### config.mk
export PLATFORM = sky130hd
export DESIGN_NAME = button_conditioner_flat
export DESIGN_NICKNAME = d
export VERILOG_FILES = /design/src/rtl/button_conditioner_pkg.sv /design/src/rtl/button_conditioner_if.sv /design/src/rtl/button_conditioner_debounce_channel.sv /design/src/rtl/button_conditioner.sv /design/src/flat_wrapper.sv
export SDC_FILE = /design/constraint.sdc
export NUM_CORES = 1
export LEC_CHECK = 0
export CORE_AREA = 2 2 148 150
export DETAILED_ROUTE_END_ITERATION = 8
export DIE_AREA = 0 0 150 152
export DONT_BUFFER_PORTS = 1
export SYNTH_ARGS = -nofsm -noshare
export SYNTH_HDL_FRONTEND = slang
export SYNTH_SLANG_ARGS = --single-unit
### constraint.sdc
create_clock -name clock_i -period 2.5 [get_ports clock_i]
set_input_delay 0.25 -clock clock_i [delete_from_list [all_inputs] [get_ports clock_i]]
set_output_delay 0.25 -clock clock_i [all_outputs]
set_load 0.01 [all_outputs]
### src/rtl/button_conditioner_pkg.sv
// Shared constants for the button/mode-switch input stage.
// The top level and the benches both read these, so channel counts and the debounce default stay in one place.
package button_conditioner_pkg;

    localparam int N_BUTTONS   = 4;
    localparam int N_MODE      = 2;
    localparam int N_CHANNELS  = N_BUTTONS + N_MODE;

    localparam int CLK_FREQ_HZ = 100_000_000;
    localparam int DEBOUNCE_MS = 10;

    // 10 ms of settling at the system clock rate.
    localparam int DEBOUNCE_CYCLES_DEFAULT = (CLK_FREQ_HZ / 1000) * DEBOUNCE_MS;

endpackage

### src/rtl/button_conditioner_if.sv
// Pin-side and conditioned-side signals of the button conditioner.
// The slave side is the conditioner; the master side drives the raw pins and consumes the outputs.
interface button_conditioner_if;
    import button_conditioner_pkg::*;

    logic [N_BUTTONS-1:0] buttons_raw_i;
    logic [N_MODE-1:0]    mode_raw_i;
    logic [N_BUTTONS-1:0] buttons_o;
    logic [N_BUTTONS-1:0] press_o;
    logic [N_MODE-1:0]    mode_o;

    modport slave (
        input  buttons_raw_i,
        input  mode_raw_i,
        output buttons_o,
        output press_o,
        output mode_o
    );

    modport master (
        output buttons_raw_i,
        output mode_raw_i,
        input  buttons_o,
        input  press_o,
        input  mode_o
    );

endinterface

### src/rtl/button_conditioner_debounce_channel.sv
// One input channel: two-flop synchronizer, then a level that only flips after
// DEBOUNCE_CYCLES consecutive cycles of disagreement.
module debounce_channel
    import button_conditioner_pkg::*;
#(
    parameter int DEBOUNCE_CYCLES = DEBOUNCE_CYCLES_DEFAULT,
    parameter int CNT_W           = $clog2(DEBOUNCE_CYCLES)
) (
    input  logic clock_i,
    input  logic reset_ni,
    input  logic raw_i,
    output logic q_o,
    output logic rise_o
);

    localparam logic [CNT_W-1:0] CNT_MAX = CNT_W'(DEBOUNCE_CYCLES - 1);

    logic             s1;
    logic             s2;
    logic             q;
    logic [CNT_W-1:0] cnt;

    always_ff @(posedge clock_i) begin
        if (!reset_ni) begin
            s1  <= 1'b0;
            s2  <= 1'b0;
            q   <= 1'b0;
            cnt <= '0;
        end else begin
            s1 <= raw_i;
            s2 <= s1;
            // A single agreeing cycle throws away any partial count.
            if (s2 == q) begin
                cnt <= '0;
            end else if (cnt != CNT_MAX) begin
                cnt <= cnt + 1'b1;
            end else begin
                q   <= s2;
                cnt <= '0;
            end
        end
    end

    assign q_o    = q;
    // High in the cycle before q goes 0->1, so a register fed by it lines up with q.
    assign rise_o = s2 & ~q & (cnt == CNT_MAX);

endmodule

### src/rtl/button_conditioner.sv
// Synchronizes and debounces the push-buttons and mode switches, and emits a
// one-cycle registered pulse on each debounced button press.
module button_conditioner
    import button_conditioner_pkg::*;
#(
    parameter int DEBOUNCE_CYCLES = DEBOUNCE_CYCLES_DEFAULT
) (
    input  logic                 clock_i,
    input  logic                 reset_ni,
    button_conditioner_if.slave  bus
);

    logic [N_BUTTONS-1:0] buttons_q;
    logic [N_BUTTONS-1:0] buttons_rise;
    logic [N_MODE-1:0]    mode_q;
    logic [N_MODE-1:0]    mode_rise_unused;
    logic [N_BUTTONS-1:0] press_q;

    for (genvar i = 0; i < N_BUTTONS; i++) begin : g_button
        debounce_channel #(
            .DEBOUNCE_CYCLES (DEBOUNCE_CYCLES)
        ) u_channel (
            .clock_i  (clock_i),
            .reset_ni (reset_ni),
            .raw_i    (bus.buttons_raw_i[i]),
            .q_o      (buttons_q[i]),
            .rise_o   (buttons_rise[i])
        );
    end

    // Mode switches are levels only; their edge indication has no consumer.
    for (genvar i = 0; i < N_MODE; i++) begin : g_mode
        debounce_channel #(
            .DEBOUNCE_CYCLES (DEBOUNCE_CYCLES)
        ) u_channel (
            .clock_i  (clock_i),
            .reset_ni (reset_ni),
            .raw_i    (bus.mode_raw_i[i]),
            .q_o      (mode_q[i]),
            .rise_o   (mode_rise_unused[i])
        );
    end

    always_ff @(posedge clock_i) begin
        if (!reset_ni) begin
            press_q <= '0;
        end else begin
            press_q <= buttons_rise;
        end
    end

    assign bus.buttons_o = buttons_q;
    assign bus.press_o   = press_q;
    assign bus.mode_o    = mode_q;

endmodule
### src/flat_wrapper.sv
// flat-port wrapper written by rule: the top's interface ports become plain ports
module button_conditioner_flat import button_conditioner_pkg::*;
#(
    parameter int DEBOUNCE_CYCLES = DEBOUNCE_CYCLES_DEFAULT
)
  (clock_i, reset_ni, bus_buttons_raw_i, bus_mode_raw_i, bus_buttons_o, bus_press_o, bus_mode_o);
  button_conditioner_if bus_i ();
  input  logic clock_i;
  input  logic reset_ni;
  input wire logic [$bits(bus_i.buttons_raw_i)-1:0] bus_buttons_raw_i;
  input wire logic [$bits(bus_i.mode_raw_i)-1:0] bus_mode_raw_i;
  output wire logic [$bits(bus_i.buttons_o)-1:0] bus_buttons_o;
  output wire logic [$bits(bus_i.press_o)-1:0] bus_press_o;
  output wire logic [$bits(bus_i.mode_o)-1:0] bus_mode_o;
  assign bus_i.buttons_raw_i = bus_buttons_raw_i;
  assign bus_i.mode_raw_i = bus_mode_raw_i;
  assign bus_buttons_o = bus_i.buttons_o;
  assign bus_press_o = bus_i.press_o;
  assign bus_mode_o = bus_i.mode_o;
  button_conditioner #(.DEBOUNCE_CYCLES(DEBOUNCE_CYCLES)) u_core (.clock_i(clock_i), .reset_ni(reset_ni), .bus(bus_i));
endmodule
# Yosys cells after proc, flatten, opt, wreduce, memory -nomap -nowiden
# Index checks and enable logic that the tools add are counted.
[totals]
ff_bits = 142
out_inout_bits = 10
[op_classes]
addsub = 6
eq_ne = 16
n_bitwise = 25
n_reduce_logical = 12
[op_table]
columns = ["cell", "n"]
rows = [
  ["$add A20 B1 Y20 const B", 6],
  ["$ne A20 B20 Y1 const B", 6],
  ["$eq A20 B20 Y1 const B", 4],
  ["$reduce_or A3 Y1", 6],
  ["$not A1 Y1", 17],
  ["$reduce_and A2 Y1", 6],
  ["$and A1 B1 Y1", 8],
  ["$eq A1 B1 Y1", 6],
]

# Depth between registers and ports, before layout
# Gate-level depths: netlist of the first run.
[logic_depth]
word_depth = 3
ltp_mapped = 7
depth_no_buf = 5

# Hierarchy
# From an unflattened synthesis of the first run, not the netlist that was laid out.
[hier_totals]
cells_unflattened = 710
hier_area_um2 = 6231.0
[modules_own_cells]
columns = ["module", "n_inst", "cells_each", "area_each_um2"]
rows = [
  ["debounce_channel", 6, 117, 1021.0],
  ["button_conditioner", 1, 8, 105.1],
]

# Worst setup path after synthesis of the first run
# Ideal clock, no wire load.
[synth_path]
path_type = "register to register"
start = "reg u_core.g_button[2].u_channel.cnt[0]"
end = "reg u_core.g_button[2].u_channel.q"
setup_time_ns = 0.072
arrival_ns = 1.940
required_ns = 2.428
setup_slack_ns = 0.488
stages_incl_launch_ff = 6
path_buffers = 0
path_cell_list = "dfxtp_1 ha_1 nand2_1 or4_4 or4b_2 a21oi_1"
[synth_via]
elab_chain_len = 3
[synth_lines]
columns = ["item", "line_no", "source"]
rows = [
  ["start: declaration", "button_conditioner_debounce_channel.sv:21", "logic [CNT_W-1:0] cnt;"],
  ["start signal: assignment", "button_conditioner_debounce_channel.sv:36", "cnt <= cnt + 1'b1;"],
  ["$ne A20 B20 Y1", "button_conditioner_debounce_channel.sv:35", "end else if (cnt != CNT_MAX) begin"],
  ["$not A1 Y1 (no line)", "-", ""],
  ["$reduce_and A2 Y1 (no line)", "-", ""],
  ["end signal: assignment", "button_conditioner_debounce_channel.sv:27", "q <= 1'b0;"],
  ["end signal: assignment", "button_conditioner_debounce_channel.sv:38", "q <= s2;"],
  ["end: declaration", "button_conditioner_debounce_channel.sv:20", "logic q;"],
]
# Every way passes these cells.
# A chain may end at the register's enable or synchronous reset.

# Final worst setup path of the first run
# Ends and elaborated chain as after synthesis.

==> impl_metrics.yaml, run 1 <==
yosys:
  synth_area_per_cell_um2: 8.750
  register_bit_count_reported_by_yosys: 142
  post-synth-top-area-cell: "dfxtp_1"
  ys_top_cells_by_area: "dfxtp_1 45%, nor2_1 5.5%, xnor2_1 5.3%"
  synth.top_cell.area_share_pct: 45.38
  syn-instance-count: 716
  number_of_warnings_issued_by_yosys: 0
  synth.yosys.seq_area_share_pct: 45.38
  netlist_area_um2: 6265
  synth.net_count: 734
  synth_cell_types: 42
die:
  floorplan.core_area_um2: 21350
  die-area_um2: 22800
  fp.dieH_um: 152
  die_width_um: 150
  initial_utilization_pct: 29.34
  num_rows: 54
  top_level_ports: 18
clock_tree:
  numCtsBuffers: 17
  max-clock-path-buffers: 2
  cts.repair_timing.setup_buffer_count: 0
  clock_latency_ns: 0.42
  cts-htree-levels: 4
  clock_sinks: 142
  cts_tree: "yes"
  worst_setup_hold_path_clk_slew_ns: 0.06
  cts_repair_resize_count: 0
  clockRootBuffer: "clkbuf_16"
timing:
  max-slew-margin-rel_pct: 38.83
  rsz0062_at_grt: "false"
  totalNegativeSetupSlack_ns: 0
  clock.fmax_ghz: 0.4592
  clock_skew_ns: 0.007926
  final-setup-viol-count: 0
  timing_worst_slew_pin_value_ns: 0.9145
  drv_slew: 0
  final.min_clock_period_ns: 2.178
  post-route-period-util_pct: 87.10
  number_of_hold_violations_in_the_final_report: 0
layout:
  seqCellArea_um2: 2843
  final_common_cell: "dfxtp_1"
  final_area_um2: 7209
  filler_cells: 2222
  final_layout_size_suffix_gt1_share_pct: 7.973
  highest_count_cells_in_the_layout_ignoring_fill_and_taps: "142 x dfxtp_1, 91 x nor2_1, 47 x nand2_1"
  antennaDiodeCount: 0
  layout-area-overhead-vs-synth_pct: 15.08
  multi_input_comb_area_um2: 3203
  layout_net_count: 745
global_route:
  grt_pass1_vias: 4478
  grt_overflow_total: 0
  grt_use_total_pct: 11.48
  first_pass_grt_wire_length_um: 21420
  grt_antenna_before_repair: 0
  grt_start_max_net_pins: 21
drt:
  wirelength_um: 12390
  first_pass_iters: 4
  final_antenna_net_count: 0
  wl_met3_um: 377
  met2WireLength_um: 5497
  dr.max_layer_used: "met4"
  drt-vias-per-instance: 4.850
  drt_drc_violations_left: 0
  number_of_drc_violations_after_detailed_routing_iteration_0: 222
  detail_routed_net_length_per_standard_cell_um: 12.15
  detailroute.via_count: 4947
  route.layer.met1.wl_um: 6214
pwr:
  power-per-cell-area_nw_per_um2: 668.0
  ir_drop_uv: 378.8
  leakage_nw: 2.117
  finalPower_w: 0.004816
flow_run:
  max_cap_violations: 0
status:
  status: "complete, no violations"
setup_path:
  crit_slowest_cell: "or4b_2"
  cp_data_required_time_ns: 2.85
  cp_cell_sequence: "ha_1 -> nand2_1 -> or4_4 -> or4b_2 -> a21oi_1"
  worstSetupEndpointType: "flip-flop"
  critical_path_class: "flip-flop to flip-flop"
  critical_path.startpoint_type: "flip-flop"
  path_max_fanout: 6
  worstPathArrival_ns: 2.52
  worst_path_largest_cell_delay_ns: 0.61
worst_hold_path:
  timing.hold.worst.class: "input port to flip-flop"
placement:
  gp_routability_congestion: 0.7650
  buffer_ports.inserted: 0
  sum_of_net_half_perimeters_after_detailed_placement_um: 8414
  placed_cell_area_um2: 6558
[report_power, final]
group	switching (W)	leakage, nW	internal, W
combinational	0.0000344	0.686	0.0000234
sequential	0.00000693	1.15	0.00227
clock	0.000978	0.284	0.00150
[logic make-up (layout without fill, tap and decap cells)]
family / count (synthesis) / count (layout) / synth area share, %
muxes: 1 / 1 / 0.1598
and+or+nand+nor: 352 / 352 / 30.48
adders and majority gates: 10 / 10 / 1.997
buffers and inverters: 48 / 72 / 3.495
xor gates and xnor gates: 72 / 72 / 10.07
AOI/OAI and AO/OA: 91 / 91 / 8.428
DFF: 142 / 142 / 45.38
[worst max-delay path, delay by kind of cell, from the launching register on]
family / cells / cell delay, ns
AO/OA/AOI/OAI: 1 / 0.15
adder cells (fa/ha/maj): 1 / 0.25
flip-flops: 1 / 0.41
AND/OR/NAND/NOR: 3 / 1.29
[final cells by class]
type	count	share of cell area [%]
clock inverter	13	1.926
sequential	142	39.43
clock buffer	19	6.144
tap	280	4.859
multi-input combinational	526	44.43
inverter	23	1.198
timing repair buffer	17	2.013
[synthesized netlist by cell type, drive strengths merged]
cell type / instances
a21oi: 43
a311o: 1
and2: 19
and3: 11
and4: 5
buf: 12
clkbuf: 13
clkinv: 1
dfxtp: 142
ha: 10
inv: 22
mux2i: 1
nand2: 47
nand2b: 1
nand3: 44
nand3b: 2
nand4: 29
nand4b: 1
nand4bb: 2
nor2: 91
nor2b: 1
nor3: 15
nor4: 16
nor4b: 6
nor4bb: 1
o211ai: 2
o21ai: 29
o31ai: 16
or2: 4
or3: 25
or3b: 2
or4: 20
or4b: 10
xnor2: 38
xor2: 34
[routing by layer]
layer | vias up | global-route usage [%]
li1 | 2579 | -
met1 | 2285 | 15.20
met2 | 61 | 17.50
met3 | 22 | 2.943
met4 | 0 | 5.166
met5 | - | 0
[sequential cells by signal, summed over array words and instances (netlist names)]
register,count
u_core.g_button.u_channel.q_o,4
u_core.g_mode.u_channel.s1,2
u_core.bus.press_o,4
u_core.g_button.u_channel.s1,4
u_core.g_mode.u_channel.cnt,40
u_core.g_button.u_channel.cnt,80
u_core.g_mode.u_channel.s2,2
u_core.g_button.u_channel.s2,4
u_core.g_mode.u_channel.q_o,2
[timing repair]
item / in CTS / in global routing
hold buffers: 7 / 0
hold endpoints to repair: 19 / 0
endpoints found under the setup margin: 0 / 0
[final timing paths]
check / from / end / slack [ns] / cells past startpoint
max: u_core.g_button[2].u_channel.cnt[0]$_SDFF_PP0_ / u_core.g_button[2].u_channel.q_o$_SDFFE_PN0P_ / 0.32 / 5
min: reset_ni / u_core.g_mode[1].u_channel.cnt[18]$_SDFF_PP0_ / 0.13 / 3
max reg2reg: u_core.g_button[2].u_channel.cnt[0]$_SDFF_PP0_ / u_core.g_button[2].u_channel.q_o$_SDFFE_PN0P_ / 0.32 / 5
min reg2reg: u_core.g_mode[1].u_channel.s1$_SDFF_PN0_ / u_core.g_mode[1].u_channel.s2$_SDFF_PN0_ / 0.43 / 1
[per-stage QoR]
step	util, %	worst slack, ns	hold WS (ns)	std cells
floorplan	-	0.4882	0.3773	716
global placement	30.71	0.3934	0.3754	981
detailed placement	30.71	0.3494	0.3762	981
CTS	33.77	0.3354	0.1140	1020
global route	33.77	0.1415	0.1447	1020
finish	33.77	0.3225	0.1331	1020
(Power assumes the default switching activity.)
==> run 2, diff against run 1 <==
ABC_AREA = 0   (was unset)
==> results of run 2 <==
Same layout as run 1: the final DEF is identical, and so are final timing and power.
==> run 3, diff against run 2 <==
==> constraint.sdc (replaced) <==
create_clock -name clock_i -period 2.5 [get_ports clock_i]
set_input_delay 0.5 -clock clock_i [delete_from_list [all_inputs] [get_ports clock_i]]
set_output_delay 0.5 -clock clock_i [all_outputs]
set_load 0.01 [all_outputs]
==> run 3 against run 2 <==
Routed wire length fell by 0.66%. Hold slack improved by 0.067 ns. Utilization decreased by 0.33 points. First-iteration DRC count up 4.1%. Sequential power hardly changed. Worst setup slack lost 0.00053 ns. Count of clock-buffer cells in the layout stayed put. Design area shrank 0.97%. Via count fell by 0.65%. Critical path depth stayed put. Largest power group unchanged.
==> impl_metrics.yaml, run 3 (synthesis results as in run 1) <==
status:
  status: "complete, no violations"
flow_run:
  max_cap_violations: 0
setup_path:
  critical_path_class: "flip-flop to flip-flop"
  worst_r2r_startpoint: "u_core.g_button[2].u_channel.cnt[0]$_SDFF_PP0_"
  worstSetupEndpointType: "flip-flop"
  critical_path.startpoint_type: "flip-flop"
  cp_data_required_time_ns: 2.85
  cp-startpoint: "u_core.g_button[2].u_channel.cnt[0]$_SDFF_PP0_"
  worstPathArrival_ns: 2.52
  path_max_fanout: 6
die:
  top_level_ports: 18
  die-area_um2: 22800
  num_rows: 54
  floorplan.core_area_um2: 21350
  die_width_um: 150
  initial_utilization_pct: 29.34
  fp.dieH_um: 152
timing:
  totalNegativeSetupSlack_ns: 0
  timing_worst_slew_pin_value_ns: 0.5409
  number_of_hold_violations_in_the_final_report: 0
  final.min_clock_period_ns: 2.178
  clock.fmax_ghz: 0.4591
  final-setup-viol-count: 0
  fin_worst_hold_slack_ns: 0.2002
  clock_skew_ns: 0.007902
  max-slew-margin-rel_pct: 63.77
  post-route-period-util_pct: 87.12
  rsz0062_at_grt: "false"
  drv_slew: 0
global_route:
  grt_use_total_pct: 11.36
  grt_start_max_net_pins: 24
  grt_antenna_before_repair: 0
  first_pass_grt_wire_length_um: 21250
  grt_overflow_total: 0
  grt_pass1_vias: 4436
placement:
  buffer_ports.inserted: 0
  sum_of_net_half_perimeters_after_detailed_placement_um: 8414
  gp_routability_congestion: 0.7650
worst_hold_path:
  source_of_the_worst_hold_timing_path: "bus_buttons_raw_i[2]"
  timing.hold.worst.class: "input port to flip-flop"
layout:
  largest_registers: "u_core.g_button.u_channel.cnt x80, u_core.g_mode.u_channel.cnt x40"
  final_layout_size_suffix_gt1_share_pct: 8.049
  layout-area-overhead-vs-synth_pct: 13.96
  final_common_cell: "dfxtp_1"
  antennaDiodeCount: 0
  filler_cells: 2226
  max_flop_register: "u_core.g_button.u_channel.cnt"
  largest_reg_flops: 80
  layout_net_count: 738
  highest_count_cells_in_the_layout_ignoring_fill_and_taps: "142 x dfxtp_1, 91 x nor2_1, 47 x nand2_1"
clock_tree:
  cts.repair_timing.setup_buffer_count: 0
  cts-htree-levels: 4
  worst_setup_hold_path_clk_slew_ns: 0.06
  clockRootBuffer: "clkbuf_16"
  cts_hold_buffers: 0
  numCtsBuffers: 17
  max-clock-path-buffers: 2
  clock_sinks: 142
  cts_repair_resize_count: 0
  cts_tree: "yes"
  clock_latency_ns: 0.42
drt:
  first_pass_iters: 4
  wirelength_um: 12310
  detailroute.via_count: 4915
  number_of_drc_violations_after_detailed_routing_iteration_0: 231
  drt-vias-per-instance: 4.852
  final_antenna_net_count: 0
  detail_routed_net_length_per_standard_cell_um: 12.15
  drt_drc_violations_left: 0
pwr:
  leakage_nw: 2.087
  ir_drop_uv: 377.6
  power-per-cell-area_nw_per_um2: 672.3
## run 3: final timing paths
path	depth (start not counted)	slack, ns	to
setup / recovery	5	0.32	u_core.g_button[2].u_channel.q_o$_SDFFE_PN0P_
hold / removal	1	0.20	u_core.g_button[2].u_channel.s1$_SDFF_PN0_
setup reg to reg	5	0.32	u_core.g_button[2].u_channel.q_o$_SDFFE_PN0P_
hold reg to reg	1	0.43	u_core.g_mode[1].u_channel.s2$_SDFF_PN0_
## run 3: metal layers
metal	GRT usage [%]	share of wire, %	up-vias
met3	3.093	2.9	13
met1	14.94	50	2284
met5	0	0	-
li1	-	-	2564
met4	4.852	1.7	0
met2	17.44	45	54
## run 3: through the flow
stage	std cells	total power [W]	instance area, um^2	worst slack (ns)	utilization, %
after floorplan	716	0.002364	6265	0.4882	-
after global placement	981	0.002376	6558	0.3934	30.71
after detailed placement	981	0.002377	6558	0.3494	30.71
after CTS	1013	0.004864	7139	0.3354	33.44
after global routing	1013	0.004969	7139	0.1413	33.44
final	1013	0.004800	7139	0.3219	33.44
## run 3: area by class of cell
type / instances / area, um^2 / area share (%)
multi-input combinational: 526 / 3203 / 44.87
inverter: 23 / 86.33 / 1.209
timing repair buffer: 10 / 75.07 / 1.052
clock inverter: 13 / 138.9 / 1.945
clock buffer: 19 / 442.9 / 6.204
sequential: 142 / 2843 / 39.82
tap: 280 / 350.3 / 4.907
## run 3: critical path: stages, from the launching register on
cell and delay [ns]:
dfxtp_1 0.41, ha_1 0.25, nand2_1 0.13, or4_4 0.55
or4b_2 0.61, a21oi_1 0.15
## run 3: where the power goes
| group | switching, W | total [W] | internal, W | leakage, nW |
|---|---|---|---|---|
| clock | 0.000976 | 0.00247 | 0.00150 | 0.284 |
| sequential | 0.00000697 | 0.00228 | 0.00228 | 1.15 |
| combinational | 0.0000274 | 0.0000436 | 0.0000163 | 0.657 |
